File: config.mk
export PLATFORM = sky130hd
export DESIGN_NAME = rx_image_loader
export DESIGN_NICKNAME = d
export VERILOG_FILES = /design/src/rtl/rx_image_pkg.sv /design/src/rtl/rx_byte_strobe.sv /design/src/rtl/rx_image_loader.sv
export SDC_FILE = /design/constraint.sdc
export NUM_CORES = 1
export LEC_CHECK = 0
export ABC_AREA = 1
export CAP_MARGIN = 0
export CORE_UTILIZATION = 25
export DETAILED_ROUTE_END_ITERATION = 7
export PLACE_DENSITY_LB_ADDON = 0.3
export SYNTH_ARGS = -nofsm -noshare
export SYNTH_HDL_FRONTEND = slang
export SYNTH_HIERARCHICAL = 1
export SYNTH_SLANG_ARGS = --single-unit
File: constraint.sdc
create_clock -name clk -period 4.3 [get_ports clk]
set_clock_uncertainty 0.05 [all_clocks]
set_input_delay 1.075 -clock clk [delete_from_list [all_inputs] [get_ports clk]]
set_output_delay 1.075 -clock clk [all_outputs]
set_load 0.01 [all_outputs]
File: src/rtl/rx_image_pkg.sv
// Shared definitions for the UART image loader: FSM state encoding, address and
// dimension widths, the default maximum image dimension and a dimension check.
// Optional feature macro: RX_IMAGE_LOADER_CHECKSUM_EN adds the S_CHK state.
package rx_image_pkg;

   localparam int ADDR_W          = 12;
   localparam int DIM_W           = 7;
   localparam int MAX_DIM_DEFAULT = 64;

`ifdef RX_IMAGE_LOADER_CHECKSUM_EN
   typedef enum logic [2:0] {
      S_W    = 3'd0,
      S_H    = 3'd1,
      S_PIX  = 3'd2,
      S_CHK  = 3'd3,
      S_DONE = 3'd4
   } state_t;
`else
   typedef enum logic [2:0] {
      S_W    = 3'd0,
      S_H    = 3'd1,
      S_PIX  = 3'd2,
      S_DONE = 3'd4
   } state_t;
`endif

   // A dimension byte is legal when it lies in 1..max_dim.
   function automatic logic dim_ok(input logic [7:0] v, input logic [7:0] max_dim);
      return (v != 8'd0) && (v <= max_dim);
   endfunction

endpackage

File: src/rtl/rx_byte_strobe.sv
// Rising-edge detector on the UART receiver's level-high byte-valid flag.
// The delayed copy powers up high so a byte left pending across reset is ignored.
module rx_byte_strobe (
   input  logic clk,
   input  logic reset,
   input  logic rx_ready,
   output logic byte_stb
);

   logic rx_ready_q;

   // Delay rx_ready one cycle; preset high so a level already present at reset release never strobes
   always_ff @(posedge clk) begin
      if (reset) begin
         rx_ready_q <= 1'b1;
      end else begin
         rx_ready_q <= rx_ready;
      end
   end

   assign byte_stb = rx_ready & ~rx_ready_q;

endmodule

File: src/rtl/rx_image_loader.sv
// Loads a binary image from a UART byte stream: width byte, height byte, then
// width*height pixel bytes thresholded to 1 bit and written to frame memory.
// Optional feature macro: RX_IMAGE_LOADER_CHECKSUM_EN expects one trailing byte
// equal to the XOR of all raw pixel bytes before the frame is accepted.
module rx_image_loader
   import rx_image_pkg::*;
#(
   parameter logic [7:0] THRESHOLD = 8'd128,
   parameter int         MAX_DIM   = MAX_DIM_DEFAULT
) (
   input  logic              clk,
   input  logic              reset,
   input  logic [7:0]        rx_data,
   input  logic              rx_ready,
   input  logic              abort,
   output logic              wr_en,
   output logic [ADDR_W-1:0] wr_addr,
   output logic              wr_data,
   output logic [DIM_W-1:0]  img_w,
   output logic [DIM_W-1:0]  img_h,
   output logic              busy,
   output logic              frame_done,
   output logic              frame_err
);

   localparam logic [7:0] MAX_DIM_B = 8'(MAX_DIM);

   state_t            state;
   logic              byte_stb;
   logic [DIM_W-1:0]  col;
   logic [DIM_W-1:0]  row;
   logic [ADDR_W-1:0] addr;
   logic              col_last;
   logic              row_last;
`ifdef RX_IMAGE_LOADER_CHECKSUM_EN
   logic [7:0]        csum;
`endif

   rx_byte_strobe u_strobe (
      .clk      (clk),
      .reset    (reset),
      .rx_ready (rx_ready),
      .byte_stb (byte_stb)
   );

   assign col_last = (col == img_w - DIM_W'(1));
   assign row_last = (row == img_h - DIM_W'(1));

   // Frame FSM with pixel counters; every output is registered here, abort overrides any byte
   always_ff @(posedge clk) begin
      if (reset) begin
         state      <= S_W;
         wr_en      <= 1'b0;
         wr_addr    <= '0;
         wr_data    <= 1'b0;
         img_w      <= '0;
         img_h      <= '0;
         busy       <= 1'b0;
         frame_done <= 1'b0;
         frame_err  <= 1'b0;
         col        <= '0;
         row        <= '0;
         addr       <= '0;
`ifdef RX_IMAGE_LOADER_CHECKSUM_EN
         csum       <= '0;
`endif
      end else begin
         wr_en      <= 1'b0;
         frame_done <= 1'b0;
         frame_err  <= 1'b0;
         if (abort) begin
            state <= S_W;
            busy  <= 1'b0;
         end else begin
            case (state)
               S_W: begin
                  if (byte_stb) begin
                     if (dim_ok(rx_data, MAX_DIM_B)) begin
                        img_w <= rx_data[DIM_W-1:0];
                        state <= S_H;
                        busy  <= 1'b1;
                     end else begin
                        frame_err <= 1'b1;
                     end
                  end
               end
               S_H: begin
                  if (byte_stb) begin
                     if (dim_ok(rx_data, MAX_DIM_B)) begin
                        img_h <= rx_data[DIM_W-1:0];
                        col   <= '0;
                        row   <= '0;
                        addr  <= '0;
`ifdef RX_IMAGE_LOADER_CHECKSUM_EN
                        csum  <= '0;
`endif
                        state <= S_PIX;
                     end else begin
                        frame_err <= 1'b1;
                        state     <= S_W;
                        busy      <= 1'b0;
                     end
                  end
               end
               S_PIX: begin
                  if (byte_stb) begin
                     wr_en   <= 1'b1;
                     wr_addr <= addr;
                     wr_data <= (rx_data >= THRESHOLD);
                     addr    <= addr + ADDR_W'(1);
`ifdef RX_IMAGE_LOADER_CHECKSUM_EN
                     csum    <= csum ^ rx_data;
`endif
                     if (col_last) begin
                        col <= '0;
                        row <= row + DIM_W'(1);
                     end else begin
                        col <= col + DIM_W'(1);
                     end
                     // The last pixel is the one that wraps the final row
                     if (col_last && row_last) begin
`ifdef RX_IMAGE_LOADER_CHECKSUM_EN
                        state      <= S_CHK;
`else
                        state      <= S_DONE;
                        frame_done <= 1'b1;
`endif
                     end
                  end
               end
`ifdef RX_IMAGE_LOADER_CHECKSUM_EN
               S_CHK: begin
                  if (byte_stb) begin
                     if (rx_data == csum) begin
                        state      <= S_DONE;
                        frame_done <= 1'b1;
                     end else begin
                        frame_err <= 1'b1;
                        state     <= S_W;
                        busy      <= 1'b0;
                     end
                  end
               end
`endif
               S_DONE: begin
                  state <= S_W;
                  busy  <= 1'b0;
               end
               default: begin
                  state <= S_W;
                  busy  <= 1'b0;
               end
            endcase
         end
      end
   end

endmodule

==> Word level (Yosys, flattened, before mapping) <==
Cells that the tools add are included.
{ "word_totals": {"word_cells": 82, "output_inout_bits": 31, "regBits": 61} }
{ "classes": {"n_eq_ne": 12, "bitwise_logic": 6, "n_lt_le_gt_ge": 2, "reduce_logical": 17, "add_sub_neg": 5, "mux": 27} }
{ "ops": {"columns": ["op", "n"], "rows": [
  ["7-bit 2-to-1 mux", 6],
  ["12-bit 2-to-1 mux", 3],
  ["7-bit case mux with 2 select lines", 2],
  ["12-bit case mux with 2 select lines", 1],
  ["2-bit != test, second input constant", 8],
  ["3-bit 2-to-1 mux", 5],
  ["5-bit AND reduction", 3],
  ["7-bit by 1-bit adder with 7-bit output, second input constant", 2],
  ["7-bit == test", 2],
  ["7-bit by 1-bit subtractor with 7-bit output, second input constant", 2],
  ["12-bit by 1-bit adder with 12-bit output, second input constant", 1],
  ["3-bit case mux with 3 select lines", 1],
  ["8-bit >= comparator, second input constant", 1],
  ["8-bit by 7-bit less-or-equal comparator with 1-bit output, second input constant", 1],
  ["4-bit AND reduction", 2],
  ["8-bit nonzero test", 1],
  ["4-bit OR reduction", 2],
  ["1-bit 2-to-1 mux", 7],
  ["6-bit AND reduction", 1],
  ["1-bit inverter", 5],
  ["2-bit OR reduction", 2],
  ["3-bit by 1-bit == test with 1-bit output, second input constant", 1],
  ["3-bit by 2-bit == test with 1-bit output, second input constant", 1],
  ["3-bit logical NOT", 1],
  ["7 further kinds", 8]
]} }

==> Depth between registers and ports, before layout <==
Gate-level depths: netlist of the first run.
{ "depth": {"depth_word": 6, "mapped_depth": 14} }

==> Hierarchy <==
Netlist of the first run, hierarchy kept.
{ "by_module_without_submodules": {"columns": ["module", "n_inst", "area_per_inst_um2", "cells_per_inst"], "rows": [
  ["rx_image_loader", 1, 3205.6, 476],
  ["rx_byte_strobe", 1, 37.5, 5]
]} }

==> Worst setup path after synthesis of the first run <==
Ideal clock, no wire load.
{ "synth_path": {"path_kind": "input to register", "startpoint": "in rx_ready", "endpoint": "reg addr[7]", "arrival_ns": 2.188, "path_buffers": 1, "setup_slack_ns": 1.947, "setup_time_ns": 0.115, "t_required_ns": 4.135, "path_stages": 11, "cell_sequence": "inv_1 -> nor2_2 -> inv_1 -> nor2_1 -> nand2_1 -> nand2_2 -> nand2_4 -> buf_6 -> o21ai_1 -> inv_1 -> o21ba_2"} }
{ "synth_between": {"elab_chain_len": 3, "word_cells_on_any_way": 4} }
{ "synth_rtl": {"columns": ["item", "line", "rtl"], "rows": [
  ["start: declaration", "rx_image_loader.sv:14", "input logic rx_ready,"],
  ["1-bit AND (*)", "rx_byte_strobe.sv:21", "assign byte_stb = rx_ready & ~rx_ready_q;"],
  ["net byte_stb", "rx_image_loader.sv:29", "logic byte_stb;"],
  ["2-bit != test (no line)", null, null],
  ["5-bit AND reduction (no line) (*)", null, null],
  ["end signal: assignment", "rx_image_loader.sv:110", "addr <= addr + ADDR_W'(1);"],
  ["end: declaration", "rx_image_loader.sv:32", "logic [ADDR_W-1:0] addr;"]
]} }
Mark *: on every way through the listed nets, which the timed path passes. The rest lies on a longest branch.
A chain may end at the register's enable or synchronous reset.

==> Worst setup path after layout of the first run <==
{ "layout_path": {"startpoint": "in rx_ready", "endpoint": "reg col[1]"} }
{ "layout_between": {"elab_chain_len": 3, "word_cells_on_any_way": 4} }
{ "layout_rtl": {"columns": ["item", "line", "rtl"], "rows": [
  ["1-bit AND (*)", "rx_byte_strobe.sv:21", null],
  ["net byte_stb", "rx_image_loader.sv:29", null],
  ["2-bit != test (no line)", null, null],
  ["5-bit AND reduction (no line) (*)", null, null],
  ["end signal: assignment", "rx_image_loader.sv:118", "col <= col + DIM_W'(1);"],
  ["end: declaration", "rx_image_loader.sv:30", "logic [DIM_W-1:0] col;"]
]} }
Marked as above.

==> flow_metrics.env, run 1 <==
export IMPL_gp_congestion=0.860
export IMPL_dr_pass1_iters=4
export IMPL_power_total_mw=1.50
export IMPL_max_stage_delay_ns=0.45
export IMPL_synthTopCellsByArea="dfxtp_1 38%, nand2_1 13%, inv_1 6.6%"
export IMPL_reg2regPathDepth=11
export IMPL_regToRegSetupSlack_ns=2.17
export IMPL_rows=41
export IMPL_cp_max_fo=22
export IMPL_grt_max_degree=23
export IMPL_dp_hpwl_um=6220
export IMPL_grt_setup_unrepaired="false"
export IMPL_period_share=0.707
export IMPL_maxCapViolations=0
export IMPL_fp_dieW_um=116
export IMPL_synth_cell_type_count=37
export IMPL_status="finished clean"
export IMPL_final_common_cell="nand2_1"
export IMPL_power_density_nw_per_um2=360
export IMPL_timing_rr_start="img_w[0]$_SDFFE_PP0P_"
export IMPL_grt_pass1_vias=3113
export IMPL_cts_tree="built"
export IMPL_diodes=0
export IMPL_worstSetupEndpointType="flip-flop"
export IMPL_cp_endpoint="col[1]$_SDFFE_PP0P_"
export IMPL_cts_resized=0
export IMPL_viasPerCell=4.51
export IMPL_insertion_delay_ns=0.33
export IMPL_max_slew_worst_pin_slew_ns=0.440
export IMPL_synth_area_sq_um=3240
export IMPL_seq_area_frac_synth=0.377
export IMPL_critical_path_class="primary input to flip-flop"
export IMPL_area_growth_pct=28.9
export IMPL_hold_viol=0
export IMPL_clk_pin_slew_ns=0.05
export IMPL_ant_nets=0
export IMPL_cts_made_buffers=9
export IMPL_period_needed_ns=3.04
export IMPL_dieArea_sq_um=13400
export IMPL_ctsHtreeMaxLevel=3
export IMPL_cp_arrival_ns=3.21
export IMPL_synth_compound_area_frac=0.120
export IMPL_grt_first_pass_wirelength_um=14300
export IMPL_syn_nets=498
export IMPL_cp_cell_sequence="clkdlybuf4s50_1 -> inv_1 -> nor2_2 -> inv_1 -> nor2_1 -> nand2_2 -> nand2_2 -> nand2_4 -> inv_4 -> nand2_2 -> nand2_4 -> a21oi_1"
export IMPL_grtUsageMet2=0.236
export IMPL_regToRegEndpoint="col[1]$_SDFFE_PP0P_"
export IMPL_die_h_um=116
export IMPL_overflow=0
export IMPL_synth_top_cell_area_share=0.377
export IMPL_fmax_mhz=329
export IMPL_relSlewSlack=0.699
export IMPL_peakVddDrop_uv=217
export IMPL_cts_hold_buf=0
export IMPL_drtIter0Drc=218
export IMPL_boundaryPins=43
export IMPL_drive_gt1_frac=0.0720
export IMPL_yosysTopAreaCell="dfxtp_1"
export IMPL_antenna_found_initial=0
export IMPL_synth_top_family_by_area="simple AND/OR/NAND/NOR gates"
export IMPL_slew_violations=0
export IMPL_synth_seq_cells=61
export IMPL_path_buf_inv=4
export IMPL_crit_family="simple AND/OR/NAND/NOR gates"
export IMPL_cp_common_cell="nand2_2"
export IMPL_cp_startpoint="rx_ready"
export IMPL_synth_simple_area_share=0.344
export IMPL_final_cell_mix="111 x nand2_1, 61 x dfxtp_1, 57 x inv_1, 56 x nor2_1, 42 x clkdlybuf4s50_1"
export IMPL_vias=3160
export IMPL_synth_xor_xnor_area_share=0.0459
export IMPL_clock_sinks=61
export IMPL_p_leak_nw=1.67
export IMPL_worstPathRequired_ns=4.47
export IMPL_place_port_buffers=42
export IMPL_cp_slowest_cell="clkdlybuf4s50_1"
export IMPL_initial_utilization=0.257
export IMPL_syn_avg_cell_area_sq_um=6.74
export IMPL_use_met3=0.0319
export IMPL_cp_num_cells=12
export IMPL_track_usage=0.136
export IMPL_finalNetCount=540
export IMPL_muxShareOfSynthArea=0
export IMPL_startpoint_type="primary input"
export IMPL_fill_cells=1384
export IMPL_setup_viol=0
export IMPL_tns_ns=0
export IMPL_core_region_area_sq_um=12600
export IMPL_drc_errors=0
export IMPL_yosysWarningCount=6
export IMPL_post_cts_buffers=0
export IMPL_wl_per_cell_um=12.1
export IMPL_wl_um=8480
export IMPL_syn_inst=481
export IMPL_hold_class="flip-flop to flip-flop"
export IMPL_grt_util_met1=0.165
export IMPL_cts_buffer_depth=2
export IMPL_top_usage_layer="met2"
export IMPL_synthAdderAreaFrac=0.0193
export IMPL_clockRootBuffer="clkbuf_16"
==> synth_stat cells <==
| library cell | number |
|---|---|
| clkinv_1 | 1 |
| nand3b_1 | 1 |
| or2_4 | 1 |
| inv_2 | 3 |
| o21ai_0 | 29 |
| nor4_1 | 1 |
| buf_4 | 1 |
| xnor2_1 | 5 |
| nor3_1 | 14 |
| nor3_2 | 2 |
| nor2_1 | 56 |
| a21oi_1 | 38 |
| buf_6 | 2 |
| xor2_1 | 12 |
| or2_0 | 1 |
| nand4_1 | 7 |
| nor3b_2 | 1 |
| clkbuf_1 | 6 |
| nand3_1 | 36 |
| o21ai_1 | 5 |
| ha_1 | 5 |
| and3_1 | 2 |
| a2111oi_0 | 1 |
| nor2_2 | 4 |
| inv_1 | 57 |
| buf_2 | 4 |
| dfxtp_1 | 61 |
| or2_2 | 1 |
| o21ai_2 | 1 |
| or2_1 | 2 |
| nor3b_1 | 2 |
| nor2_8 | 1 |
| o21ba_2 | 1 |
| nand2_1 | 111 |
| nand2_2 | 3 |
| inv_4 | 1 |
| nand2_4 | 2 |
==> cell families (layout without fill, tap and decap cells) <==
group           count (synthesis)  in the layout
simple gates                  248            248
flops                          61             61
xor+xnor                       17             17
compound gates                 75             75
fa+ha+maj                       5              5
buf+inv                        75            122
==> power by group <==
group | total, mW | internal, mW | switching, mW
Clock | 0.870 | 0.614 | 0.257
Sequential | 0.571 | 0.569 | 0.00232
Combinational | 0.0637 | 0.0252 | 0.0385
Total | 1.50 | 1.21 | 0.298
==> through the flow <==
| step | cells | worst slack, ns | area, sq um | util | hold slack, ns |
|---|---|---|---|---|---|
| final | 700 | 1.26 | 4180 | 0.331 | 0.441 |
| after global routing | 700 | 1.08 | 4180 | 0.331 | 0.461 |
| after CTS | 700 | 1.25 | 4180 | 0.331 | 0.442 |
| after detailed placement | 684 | 0.898 | 3820 | 0.303 | 0.429 |
| after global placement | 684 | 0.955 | 3820 | 0.303 | 0.418 |
| after floorplan | 481 | 1.95 | 3240 | - | 0.416 |
==> area by class of cell <==
cell class | instances | area (sq um) | share of cell area
clock inverter | 3 | 90.1 | 0.0215
clock buffer | 13 | 270 | 0.0646
tap | 172 | 215 | 0.0515
sequential | 61 | 1220 | 0.292
timing repair buffer | 44 | 435 | 0.104
inverter | 62 | 235 | 0.0563
multi-input combinational | 345 | 1710 | 0.410
==> worst min path at each step <==
stage                                   from                       end  slack (ns)  cells after the start
CTS                 wr_addr[11]$_SDFFE_PP0P_  wr_addr[11]$_SDFFE_PP0P_        0.44                      2
floorplan              addr[11]$_SDFFE_PP0P_     addr[11]$_SDFFE_PP0P_        0.42                      2
finish              wr_addr[11]$_SDFFE_PP0P_  wr_addr[11]$_SDFFE_PP0P_        0.44                      2
detailed placement  wr_addr[10]$_SDFFE_PP0P_  wr_addr[10]$_SDFFE_PP0P_        0.43                      2
global route         wr_addr[1]$_SDFFE_PP0P_   wr_addr[1]$_SDFFE_PP0P_        0.46                      2
global placement     wr_addr[7]$_SDFFE_PP0P_   wr_addr[7]$_SDFFE_PP0P_        0.42                      2
==> tightest hold or removal path: stages, from the launching register on <==
cell	delay (ns)
dfxtp_1	0.31
nor2_1	0.09
nor2_1	0.05
==> registers in the layout, summed over array words and instances (netlist names) <==
name / flops
row: 7
addr: 12
state: 3
busy: 1
wr_data: 1
u_strobe/rx_ready_q: 1
col: 7
frame_done: 1
img_w: 7
frame_err: 1
wr_en: 1
wr_addr: 12
img_h: 7
==> metal layers <==
metal / vias up / wire [um]
met5: - / 0
met4: 0 / 117
met3: 10 / 389
met2: 77 / 3980
met1: 1442 / 3990
li1: 1631 / -
(Power assumes the default switching activity.)
==> run 2, diff against run 1 <==
- clock period: 4.3 -> 2.7 ns (I/O delays scaled with it)
==> flow_metrics.env, run 2 (synthesis results as in run 1) <==
export IMPL_cell_internal_pwr_mw=1.75
export IMPL_viasPerCell=4.39
export IMPL_p_leak_nw=1.68
export IMPL_swShare=0.209
export IMPL_drtIter0Drc=156
export IMPL_drc_errors=0
export IMPL_max_slew_worst_pin_slew_ns=0.602
export IMPL_grt_setup_unrepaired="false"
export IMPL_post_cts_buffers=0
export IMPL_hold_viol=0
export IMPL_dp_hpwl_um=6260
export IMPL_clockRootBuffer="clkbuf_16"
export IMPL_top_usage_layer="met2"
export IMPL_cts_made_buffers=9
export IMPL_slew_violations=0
export IMPL_finalNetCount=548
export IMPL_switching_power_uw=461
export IMPL_area_growth_pct=29.2
export IMPL_power_density_nw_per_um2=528
export IMPL_grt_pass1_vias=2970
export IMPL_fp_dieW_um=116
export IMPL_place_worst_setup_slack_ns=0.0520
export IMPL_die_h_um=116
export IMPL_fmax_mhz=435
export IMPL_peakVddDrop_uv=260
export IMPL_cp_slowest_cell="clkdlybuf4s50_1"
export IMPL_final_common_cell="nand2_1"
export IMPL_wl_um=8270
export IMPL_hold_class="flip-flop to flip-flop"
export IMPL_overflow=0
export IMPL_maxCapViolations=0
export IMPL_period_share=0.852
export IMPL_grt_max_degree=19
export IMPL_cp_common_cell="nand2_2"
export IMPL_grt_util_met1=0.167
export IMPL_relSlewSlack=0.588
export IMPL_boundaryPins=43
export IMPL_cp_max_fo=13
export IMPL_cp_arrival_ns=2.46
export IMPL_use_met3=0.0350
export IMPL_period_needed_ns=2.30
export IMPL_worstPathRequired_ns=2.87
export IMPL_biggestRegsByFlops="addr: 12 flops, wr_addr: 12 flops"
export IMPL_antenna_found_initial=0
export IMPL_vias=3111
export IMPL_dr_pass1_iters=4
export IMPL_startpoint_type="primary input"
export IMPL_cts_resized=0
export IMPL_cts_hold_buf=0
export IMPL_pwr_share_comb=0.046
export IMPL_place_port_buffers=42
export IMPL_initial_utilization=0.257
export IMPL_ant_nets=0
export IMPL_cp_cell_sequence="clkdlybuf4s50_1 -> inv_1 -> nor2_2 -> inv_1 -> nor2_1 -> nand2_2 -> nand2_2 -> nand2_4 -> inv_4 -> nand2_2 -> nand2_4 -> nor3_1"
export IMPL_track_usage=0.133
export IMPL_core_region_area_sq_um=12600
export IMPL_final_cell_mix="111 x nand2_1, 61 x dfxtp_1, 57 x inv_1, 56 x nor2_1, 42 x clkdlybuf4s50_1"
export IMPL_gp_congestion=0.832
export IMPL_cts_tree="built"
export IMPL_critical_path_class="primary input to flip-flop"
export IMPL_cts_buffer_depth=2
export IMPL_dieArea_sq_um=13400
export IMPL_grtUsageMet2=0.220
export IMPL_setup_viol=0
export IMPL_ctsHtreeMaxLevel=3
export IMPL_clock_sinks=61
export IMPL_p_seq_frac=0.411
export IMPL_clk_pin_slew_ns=0.05
export IMPL_worstSetupEndpointType="flip-flop"
export IMPL_setup_ws_ns=0.401
export IMPL_drive_gt1_frac=0.0840
export IMPL_clkPwrFrac=0.543
export IMPL_diodes=0
export IMPL_status="finished clean"
export IMPL_grt_first_pass_wirelength_um=13800
export IMPL_insertion_delay_ns=0.32
export IMPL_rows=41
export IMPL_tns_ns=0
export IMPL_max_stage_delay_ns=0.45
export IMPL_wl_per_cell_um=11.7
run 2: cell types whose count changed in the layout (fill, tap and decap cells not counted), sizes merged:
cell / before / now
clkbuf: 13 / 11
clkinv: 1 / 4
bufinv: 3 / 2
buf: 2 / 10
run 2: per-layer routing:
| layer | routed length (um) | vias to the layer above |
|---|---|---|
| met5 | 0 | - |
| met4 | 93 | 0 |
| met3 | 294 | 6 |
| met2 | 3850 | 55 |
| met1 | 4030 | 1399 |
| li1 | - | 1651 |
run 2: worst paths after layout:
path / from / to / slack (ns) / depth (start not counted)
min reg2reg: wr_addr[7]$_SDFFE_PP0P_ / wr_addr[7]$_SDFFE_PP0P_ / 0.43 / 2
min: wr_addr[7]$_SDFFE_PP0P_ / wr_addr[7]$_SDFFE_PP0P_ / 0.43 / 2
max: rx_ready / col[4]$_SDFFE_PP0P_ / 0.40 / 12
max reg2reg: img_w[0]$_SDFFE_PP0P_ / col[4]$_SDFFE_PP0P_ / 0.52 / 11
run 2: worst max-delay path, delay by kind of cell:
| family | cells | cell delay [ns] |
|---|---|---|
| buffers and inverters | 4 | 0.72 |
| and+or+nand+nor | 8 | 1.06 |
run 2: layout make-up:
type	count	area, sq um
clock buffers	11	233
clock inverters	5	75.1
fillers	1339	8430
inverters	62	235
multi-input cells	345	1710
flip-flops and latches	61	1220
well taps	172	215
repair buffers	52	495
run 2: per-stage QoR:
stage	hold WS, ns	power [mW]	instances	utilization	area, sq um
floorplan	0.416	0.986	481	-	3240
global placement	0.417	1.03	692	0.308	3880
detailed placement	0.429	1.03	692	0.308	3880
CTS	0.440	2.24	708	0.332	4190
global route	0.461	2.30	708	0.332	4190
finish	0.432	2.21	708	0.332	4190
run 2: power by group through the flow:
stage	sequential [mW]	combinational, mW	clock [mW]
floorplan	0.929	0.0575	0
CTS	0.909	0.103	1.23
detailed placement	0.928	0.103	0
global placement	0.928	0.103	0
global route	0.909	0.116	1.27
finish	0.909	0.102	1.20
==> run 3, diff against run 2 <==
- CORE_UTILIZATION: 25 -> 50
==> flow_metrics.env, run 3 (synthesis results as in run 1) <==
export IMPL_max_slew_worst_pin_slew_ns=0.445
export IMPL_die_h_um=82.5
export IMPL_setup_ws_ns=0.396
export IMPL_clock_sinks=61
export IMPL_finalNonFillerCells=610
export IMPL_ant_nets=0
export IMPL_biggestRegsByFlops="addr: 12 flops, wr_addr: 12 flops"
export IMPL_tns_ns=0
export IMPL_area_growth_pct=22.8
export IMPL_timing_rr_start="img_w[0]$_SDFFE_PP0P_"
export IMPL_dp_hpwl_um=5700
export IMPL_grt_max_degree=20
export IMPL_overflow=0
export IMPL_dieArea_sq_um=6810
export IMPL_critical_path_class="primary input to flip-flop"
export IMPL_boundaryPins=43
export IMPL_vias=3206
export IMPL_cts_buffer_depth=2
export IMPL_hold_class="flip-flop to flip-flop"
export IMPL_clkPwrFrac=0.457
export IMPL_clockRootBuffer="clkbuf_8"
export IMPL_fmax_mhz=434
export IMPL_cp_arrival_ns=2.53
export IMPL_grt_pass1_vias=2944
export IMPL_gp_congestion=0.859
export IMPL_core_region_area_sq_um=6100
export IMPL_slew_violations=0
export IMPL_final_common_cell="nand2_1"
export IMPL_dr_pass1_iters=5
export IMPL_pwr_share_comb=0.057
export IMPL_cts_resized=0
export IMPL_regToRegEndpoint="col[4]$_SDFFE_PP0P_"
export IMPL_worstPathRequired_ns=2.92
export IMPL_cts_made_buffers=9
export IMPL_cts_hold_buf=0
export IMPL_status="finished clean"
export IMPL_cp_startpoint="rx_ready"
export IMPL_final_cell_mix="111 x nand2_1, 61 x dfxtp_1, 57 x inv_1, 56 x nor2_1, 42 x clkdlybuf4s50_1"
export IMPL_track_usage=0.258
export IMPL_insertion_delay_ns=0.34
export IMPL_diodes=0
export IMPL_worstSetupEndpointType="flip-flop"
export IMPL_regToRegSetupSlack_ns=0.58
export IMPL_grt_first_pass_wirelength_um=13300
export IMPL_cts_tree="built"
export IMPL_grt_setup_unrepaired="false"
export IMPL_startpoint_type="primary input"
export IMPL_p_leak_nw=1.64
export IMPL_relSlewSlack=0.695
export IMPL_clk_pin_slew_ns=0.07
export IMPL_cp_max_fo=17
export IMPL_hold_depth=2
export IMPL_setup_viol=0
export IMPL_maxCapViolations=0
export IMPL_power_density_nw_per_um2=469
export IMPL_period_share=0.853
export IMPL_dpl_cell_count=596
export IMPL_drc_errors=0
export IMPL_hold_viol=0
export IMPL_min_to="busy$_SDFFE_PP0P_"
export IMPL_wl_um=7740
export IMPL_post_cts_buffers=0
export IMPL_swShare=0.221
export IMPL_drtIter0Drc=237
export IMPL_place_worst_setup_slack_ns=0.0757
export IMPL_wl_per_cell_um=12.7
export IMPL_reg2regPathDepth=11
export IMPL_finalNetCount=549
export IMPL_drive_gt1_frac=0.0860
export IMPL_ctsHtreeMaxLevel=3
export IMPL_cell_internal_pwr_mw=1.45
export IMPL_viasPerCell=5.26
export IMPL_switching_power_uw=412
export IMPL_rows=28
export IMPL_antenna_found_initial=0
export IMPL_min_delay_start="busy$_SDFFE_PP0P_"
export IMPL_place_port_buffers=42
export IMPL_initial_utilization=0.532
export IMPL_p_seq_frac=0.486
export IMPL_peakVddDrop_uv=391
export IMPL_fp_dieW_um=82.5
export IMPL_period_needed_ns=2.30
run 3: cell count changes in the layout (fill, tap and decap cells not counted), sizes merged:
| cell | delta |
|---|---|
| clkbuf | -2 |
| buf | +1 |
| clkinvlp | +1 |
| clkinv | -1 |
run 3: per-stage QoR:
| step | hold WS (ns) | instance area [sq um] | util | total power [mW] |
|---|---|---|---|---|
| after floorplan | 0.416 | 3240 | - | 0.986 |
| after global placement | 0.417 | 3780 | 0.620 | 1.03 |
| after detailed placement | 0.426 | 3780 | 0.620 | 1.03 |
| after CTS | 0.438 | 3980 | 0.653 | 1.87 |
| after global routing | 0.452 | 3980 | 0.653 | 1.93 |
| final | 0.433 | 3980 | 0.653 | 1.87 |
run 3: routing by layer:
layer,track usage,wire [um],vias to the layer above
li1,-,-,1641
met3,0.0791,434,12
met2,0.427,3710,95
met5,0,0,-
met4,0.0862,97,0
met1,0.317,3500,1458
run 3: power by group through the flow:
stage / Combinational (mW) / Clock (mW) / Sequential, mW
after CTS: 0.105 / 0.862 / 0.908
after detailed placement: 0.104 / 0 / 0.928
after floorplan: 0.0575 / 0 / 0.929
after global routing: 0.119 / 0.903 / 0.908
final: 0.106 / 0.853 / 0.908
after global placement: 0.102 / 0 / 0.928
run 3: layout make-up:
type                    instances  area (sq um)
clock buffers                   9           124
clock inverters                 5          77.6
fillers                       561          2110
inverters                      62           235
multi-input cells             345          1710
flip-flops and latches         61          1220
well taps                      75          93.8
repair buffers                 53           515
run 3: worst max-delay path by stage:
| stage | end | cells past startpoint | slack [ns] |
|---|---|---|---|
| after floorplan | addr[7]$_SDFFE_PP0P_ | 11 | 0.75 |
| after global placement | addr[2]$_SDFFE_PP0P_ | 12 | 0.12 |
| after detailed placement | addr[2]$_SDFFE_PP0P_ | 12 | 0.08 |
| after CTS | addr[2]$_SDFFE_PP0P_ | 12 | 0.40 |
| after global routing | img_h[3]$_SDFFE_PP0P_ | 10 | 0.17 |
| final | addr[1]$_SDFFE_PP0P_ | 12 | 0.40 |
run 3: critical path, cell delays in order:
cell	delay, ns
clkdlybuf4s50_1	0.45
inv_1	0.05
nor2_2	0.11
inv_1	0.06
nor2_1	0.27
nand2_1	0.13
nand2_2	0.09
nand2_4	0.13
inv_4	0.16
buf_4	0.18
nand3_1	0.08
a21oi_1	0.14
